$ cat config.mk
export PLATFORM = sky130hd
export DESIGN_NAME = alu_issue_flat
export DESIGN_NICKNAME = d
export VERILOG_FILES = /design/src/rtl/alu_issue_if.sv /design/src/rtl/alu_issue.sv /design/src/flat_wrapper.sv
export SDC_FILE = /design/constraint.sdc
export NUM_CORES = 1
export LEC_CHECK = 0
export ABC_AREA = 1
export BUFFER_PORTS_ARGS = -buffer_cell sky130_fd_sc_hd__buf_4
export CORE_ASPECT_RATIO = 1.25
export CORE_MARGIN = 8
export CORE_UTILIZATION = 35
export CTS_CLUSTER_DIAMETER = 120
export CTS_CLUSTER_SIZE = 28
export DETAILED_ROUTE_END_ITERATION = 8
export PLACE_DENSITY = 0.55
export SYNTH_ARGS = -nofsm -noshare
export SYNTH_HDL_FRONTEND = slang
export SYNTH_SLANG_ARGS = --single-unit
$ cat constraint.sdc
create_clock -name clk -period 2.5 [get_ports clk]
set_input_delay 0.375 -clock clk [delete_from_list [all_inputs] [get_ports clk]]
set_output_delay 0.375 -clock clk [all_outputs]
set_load 0.01 [all_outputs]
$ cat src/rtl/alu_issue_if.sv
//==============================================================================
// Module      : alu_issue_if
// Description : Instruction handshake and alu operand/result bundle between
//               the issue stage (slave) and its host plus alu (master).
// Revision    : 1.0  initial release
//==============================================================================
`default_nettype none

interface alu_issue_if;
    logic        in_valid;
    logic        in_ready;
    logic [15:0] instr;
    logic [15:0] alu_a;
    logic [15:0] alu_b;
    logic [3:0]  alu_ins;
    logic [15:0] alu_result;
    logic [15:0] alu_hi;
    logic        done;

    // Host/alu side: issues instructions, returns alu results.
    modport master (
        output in_valid, instr, alu_result, alu_hi,
        input  in_ready, alu_a, alu_b, alu_ins, done
    );

    // Issue stage side.
    modport slave (
        input  in_valid, instr, alu_result, alu_hi,
        output in_ready, alu_a, alu_b, alu_ins, done
    );
endinterface

`default_nettype wire

$ cat src/rtl/alu_issue.sv
//==============================================================================
// Module      : alu_issue
// Description : Single-issue blocking front end for the alu. Holds an
//               NREG x 16 register file, launches one instruction at a time,
//               waits ALU_LAT cycles and writes the result back (lo to rd,
//               hi to rd+1 for the multiply opcode).
// Revision    : 1.0  initial release
//==============================================================================
`default_nettype none

module alu_issue #(
    parameter int          NREG    = 8,
    parameter int          ALU_LAT = 1,
    parameter logic [3:0]  MUL_OP  = 4'h2,
    localparam int         AW      = $clog2(NREG)
) (
    input  wire logic          clk,
    input  wire logic          rst_n,
    alu_issue_if.slave         bus,
    input  wire logic          ld_en,
    input  wire logic [AW-1:0] ld_addr,
    input  wire logic [15:0]   ld_data,
    input  wire logic [AW-1:0] rd_addr,
    output logic [15:0]        rd_data
);

    localparam logic [3:0] c_LAT_M1 = 4'(ALU_LAT - 1);

    typedef enum logic [1:0] {
        IDLE  = 2'd0,
        WAIT  = 2'd1,
        WB_HI = 2'd2
    } state_t;

    state_t          r_state;
    state_t          w_state_nxt;
    logic [3:0]      r_cnt;
    logic [AW-1:0]   r_rd;
    logic [3:0]      r_op;
    logic [15:0]     r_alu_a;
    logic [15:0]     r_alu_b;
    logic [3:0]      r_alu_ins;
    logic            r_done;
    logic [15:0]     r_regs [NREG];

    logic            w_accept;
    logic            w_wb_lo;
    logic            w_wb_hi;
    logic            w_done_nxt;
    logic [AW-1:0]   w_rd_hi;
    logic [AW-1:0]   w_ra;
    logic [AW-1:0]   w_rb;
    logic            w_unused_instr;

    // Register fields only use their low AW bits; the rest are don't-care.
    assign w_ra           = bus.instr[4 +: AW];
    assign w_rb           = bus.instr[0 +: AW];
    assign w_unused_instr = ^bus.instr;
    assign w_rd_hi        = r_rd + 1'b1;

    assign bus.in_ready = (r_state == IDLE);
    assign bus.alu_a    = r_alu_a;
    assign bus.alu_b    = r_alu_b;
    assign bus.alu_ins  = r_alu_ins;
    assign bus.done     = r_done;
    assign rd_data      = r_regs[rd_addr];

    // State register.
    always_ff @(posedge clk or negedge rst_n) begin
        if (!rst_n) begin
            r_state <= IDLE;
        end else begin
            r_state <= w_state_nxt;
        end
    end

    // Next-state decode and writeback strobes.
    always_comb begin
        w_state_nxt = r_state;
        w_accept    = 1'b0;
        w_wb_lo     = 1'b0;
        w_wb_hi     = 1'b0;
        case (r_state)
            IDLE: begin
                if (bus.in_valid) begin
                    w_accept    = 1'b1;
                    w_state_nxt = WAIT;
                end
            end
            WAIT: begin
                if (r_cnt == 4'd0) begin
                    w_wb_lo     = 1'b1;
                    w_state_nxt = (r_op == MUL_OP) ? WB_HI : IDLE;
                end
            end
            WB_HI: begin
                w_wb_hi     = 1'b1;
                w_state_nxt = IDLE;
            end
            default: w_state_nxt = IDLE;
        endcase
        w_done_nxt = (w_wb_lo && (r_op != MUL_OP)) || w_wb_hi;
    end

    // Operand launch, wait counter and done pulse.
    always_ff @(posedge clk or negedge rst_n) begin
        if (!rst_n) begin
            r_cnt     <= 4'd0;
            r_rd      <= '0;
            r_op      <= 4'd0;
            r_alu_a   <= 16'd0;
            r_alu_b   <= 16'd0;
            r_alu_ins <= 4'd0;
            r_done    <= 1'b0;
        end else begin
            r_done <= w_done_nxt;
            if (w_accept) begin
                r_alu_a   <= r_regs[w_ra];
                r_alu_b   <= r_regs[w_rb];
                r_alu_ins <= bus.instr[15:12];
                r_op      <= bus.instr[15:12];
                r_rd      <= bus.instr[8 +: AW];
                r_cnt     <= c_LAT_M1;
            end else if ((r_state == WAIT) && (r_cnt != 4'd0)) begin
                r_cnt <= r_cnt - 4'd1;
            end
        end
    end

    // Register file: host load first so a same-edge writeback overrides it.
    always_ff @(posedge clk or negedge rst_n) begin
        if (!rst_n) begin
            for (int i = 0; i < NREG; i++) begin
                r_regs[i] <= 16'd0;
            end
        end else begin
            if (ld_en) begin
                r_regs[ld_addr] <= ld_data;
            end
            if (w_wb_lo) begin
                r_regs[r_rd] <= bus.alu_result;
            end
            if (w_wb_hi) begin
                r_regs[w_rd_hi] <= bus.alu_hi;
            end
        end
    end

endmodule

`default_nettype wire

$ cat src/flat_wrapper.sv
// flat-port wrapper written by rule: the top's interface ports become plain ports
module alu_issue_flat 
#(
    parameter int          NREG    = 8,
    parameter int          ALU_LAT = 1,
    parameter logic [3:0]  MUL_OP  = 4'h2,
    localparam int         AW      = $clog2(NREG)
)
  (clk, rst_n, ld_en, ld_addr, ld_data, rd_addr, rd_data, bus_in_valid, bus_instr, bus_alu_result, bus_alu_hi, bus_in_ready, bus_alu_a, bus_alu_b, bus_alu_ins, bus_done);
  alu_issue_if bus_i ();
  input  wire logic clk;
  input  wire logic rst_n;
  input  wire logic ld_en;
  input  wire logic [AW-1:0] ld_addr;
  input  wire logic [15:0] ld_data;
  input  wire logic [AW-1:0] rd_addr;
  output logic [15:0] rd_data;
  input wire logic [$bits(bus_i.in_valid)-1:0] bus_in_valid;
  input wire logic [$bits(bus_i.instr)-1:0] bus_instr;
  input wire logic [$bits(bus_i.alu_result)-1:0] bus_alu_result;
  input wire logic [$bits(bus_i.alu_hi)-1:0] bus_alu_hi;
  output wire logic [$bits(bus_i.in_ready)-1:0] bus_in_ready;
  output wire logic [$bits(bus_i.alu_a)-1:0] bus_alu_a;
  output wire logic [$bits(bus_i.alu_b)-1:0] bus_alu_b;
  output wire logic [$bits(bus_i.alu_ins)-1:0] bus_alu_ins;
  output wire logic [$bits(bus_i.done)-1:0] bus_done;
  assign bus_i.in_valid = bus_in_valid;
  assign bus_i.instr = bus_instr;
  assign bus_i.alu_result = bus_alu_result;
  assign bus_i.alu_hi = bus_alu_hi;
  assign bus_in_ready = bus_i.in_ready;
  assign bus_alu_a = bus_i.alu_a;
  assign bus_alu_b = bus_i.alu_b;
  assign bus_alu_ins = bus_i.alu_ins;
  assign bus_done = bus_i.done;
  alu_issue #(.NREG(NREG), .ALU_LAT(ALU_LAT), .MUL_OP(MUL_OP)) u_core (.clk(clk), .rst_n(rst_n), .bus(bus_i), .ld_en(ld_en), .ld_addr(ld_addr), .ld_data(ld_data), .rd_addr(rd_addr), .rd_data(rd_data));
endmodule
==> impl_metrics.csv <==
group,metric,value,unit
run_status,status,"finished, final reports clean",
power,irDropWorstVdd,0.000643,V
floorplan,design.die.area,46300,sq um
global_route,antenna_found_initial,0,
yosys,synth.distinct_cells,25,
sta,period_needed,2.08,ns
sta,rsz0062_at_grt,"no",
yosys,ys_seq_area_share,31.4,%
clock_network,clk_pin_slew,0.08,ns
clock_network,htreeDepth,4,
yosys,synthAdderAreaFrac,0.181,%
yosys,ys_seq_elements,174,
yosys,syn-cell-area,13900,sq um
detailed_routing,routedWlPerCell,20.6,microns
job,max-cap-violations,0,
clock_network,post_cts_buffers,0,
yosys,synth_top_cell_by_area,"dfrtp_1",
detailed_routing,ant_nets,0,
detailed_routing,drt_iter0_drc,2760,
clock_network,cts.sinks,174,
yosys,synthCells,2379,
worst_setup_path,path_class,"reg2out",
yosys,synth_common_cells,"nand2_1 (1060), nand3_1 (580), inv_1 (182)",
clock_network,cts_tree,"built",
yosys,yosys.area_share.simple,52.6,%
yosys,synth_top_flop_cell,"dfrtp_1",
yosys,synth_top_family_by_area,"simple AND/OR/NAND/NOR gates",
yosys,syn-mean-instance-area,5.82,sq um
power,p_leak,8.50,nW
layout,drive_above_1_share,10.6,%
sta,setup_tns,0,ns
floorplan,core,39100,sq um
yosys,muxShareOfSynthArea,0,%
detailed_routing,highest_layer,"met4",
clock_network,clockBufferDepth,2,
detailed_routing,via_per_inst,5.43,
worst_setup_path,crit_required,2.12,ns
global_route,grt_usage,25.6,%
power,power,16.7,mW
global_route,grt_max_degree,79,
global_route,grt_pass1_vias,14315,
yosys,synth_edf_count,0,
worst_setup_path,crit_arrival,1.70,ns
yosys,synthArstFlopShare,100,%
worst_setup_path,start_kind,"register",
sta,hold_ws,0.0941,ns
layout,diodes,0,
detailed_routing,wl,60200,microns
power,power.density,1050,nW/um^2
worst_setup_path,r2r_setup_slack,0.45,ns
yosys,synth_most_common_cell,"nand2_1",
yosys,synth-compound-area-share,4.92,%
sta,tightest_slew,0.730,ns
sta,slew_viol_final,0,
yosys,synth_area_leaders,"dfrtp_1 (31%), nand2_1 (29%), nand3_1 (21%)",
layout,syn2layout_area_growth,14.6,%
clock_network,root_buffer,"clkbuf_16",
clock_network,clkLatencyLatePin,0.47,ns
floorplan,die_y,238,microns
clock_network,numCtsBuffers,17,
layout,finalNetCount,2490,
worst_setup_path,crit_fanout,4,
placed_design,io_buffer_count,124,
floorplan,rows,81,
sta,finalClockSkew,0.0116,ns
layout,fillers,4268,
sta,max_slew_margin,51.3,%
sta,fmax,482,MHz
detailed_routing,wl_met1,27200,microns
floorplan,die_x,194,microns
detailed_routing,wl_met3,5130,microns
worst_setup_path,cp-end-kind,"primary output",
detailed_routing,drcViolationCount,0,
sta,setup_violations,0,
floorplan,start_util,35.4,%
placed_design,post-dp-hpwl,43700,microns
min_path,min_path_type,"in2reg",
yosys,ys_warn_count,0,
detailed_routing,vias,15867,
yosys,synth-xor-area-share,0.190,%
floorplan,io_pins,128,
sta,hold_viol_final,0,
sta,fin_crit_sh,83.0,%
yosys,synth_top_area_share,31.4,%
detailed_routing,first_pass_iters,7,
global_route,grt_first_pass_wirelength,91900,microns
detailed_routing,wl_met2,26800,microns
placed_design,gp_congestion,0.937,
global_route,grt_overflow,0,
yosys,syn_nets,2455,
[per-layer routing]
| layer | global-route usage [%] | up-vias |
|---|---|---|
| met5 | 0 | - |
| met2 | 39.1 | 825 |
| met1 | 36.1 | 7372 |
| met3 | 5.23 | 72 |
| li1 | - | 7598 |
| met4 | 6.81 | 0 |
[path summary, 6_finish.rpt]
| check | from | end | cells past startpoint |
|---|---|---|---|
| worst max-delay path | u_core.r_regs[28] | rd_data[12] | 6 |
| worst min-delay path | bus_instr[15] | u_core.r_op[3] | 3 |
| worst max register to register | u_core.r_cnt[0] | u_core.r_regs[68] | 9 |
| worst min register to register | u_core.bus.alu_a[12] | u_core.bus.alu_a[12] | 2 |
| max in group asynchronous | rst_n | u_core.bus.alu_b[8] | 3 |
| min in group asynchronous | rst_n | u_core.r_regs[33] | 2 |
[layout make-up]
cell class              count  area [sq um]  area share (%)
well taps                 498           623            3.92
multi-input cells        1842          8040            50.6
clock buffers              19           453            2.85
repair buffers            183          1490            9.40
inverters                 196           736            4.63
flip-flops and latches    174          4350            27.4
clock inverters            12           183            1.15
[stage by stage]
stage | cells | setup slack (ns) | utilization (%) | cell area [sq um]
floorplan | 2379 | 0.833 | - | 13900
global placement | 2892 | 0.507 | 38.9 | 15200
detailed placement | 2892 | 0.496 | 38.9 | 15200
CTS | 2924 | 0.419 | 40.6 | 15900
global route | 2924 | 0.299 | 40.6 | 15900
finish | 2924 | 0.425 | 40.6 | 15900
[power breakdown]
part	total (mW)	internal, mW	switching (mW)
registers	4.87	4.19	0.679
clock network	3.01	1.73	1.28
logic	8.85	2.80	6.05
total	16.7	8.72	8.01
[cells by family after synthesis]
| family | after synthesis |
|---|---|
| flops | 174 |
| xor+xnor | 3 |
| compound gates | 136 |
| simple gates | 1701 |
| fa+ha+maj | 2 |
| buf+inv | 363 |
[sequential cells by signal, indices dropped and copies added (netlist names)]
signal	cells
u_core.bus.alu_b	16
u_core.r_regs	128
u_core.r_op	4
u_core.bus.done	1
u_core.r_cnt	4
u_core.r_rd	3
u_core.r_state	2
u_core.bus.alu_a	16
[cell usage in the layout, fill, tap and decap left out, types with 3 or more instances in the layout]
cell type / instances
and2_1: 16
nand3_1: 580
a21oi_1: 64
dfrtp_1: 174
inv_1: 182
bufinv_16: 4
clkbuf_16: 17
nor2_4: 4
nand2_1: 1060
inv_6: 3
buf_12: 9
nor2_2: 5
o21ai_0: 71
nor2_1: 13
buf_4: 172
inv_2: 13
nand2_2: 15
nor3_4: 5
clkinv_4: 3
[worst max-delay path: stages, from the launching register on]
cell	delay (ns)
dfrtp_1	0.37
inv_1	0.22
a21oi_1	0.10
o21ai_0	0.10
nand3_1	0.09
and2_1	0.19
buf_4	0.16
[what timing repair did]
| action | CTS | global route |
|---|---|---|
| hold buffers | 1 | 0 |
| endpoints found under the hold margin | 63 | 0 |
| resized for setup | 0 | 0 |
No activity file was read; power rests on OpenSTA's default activity.
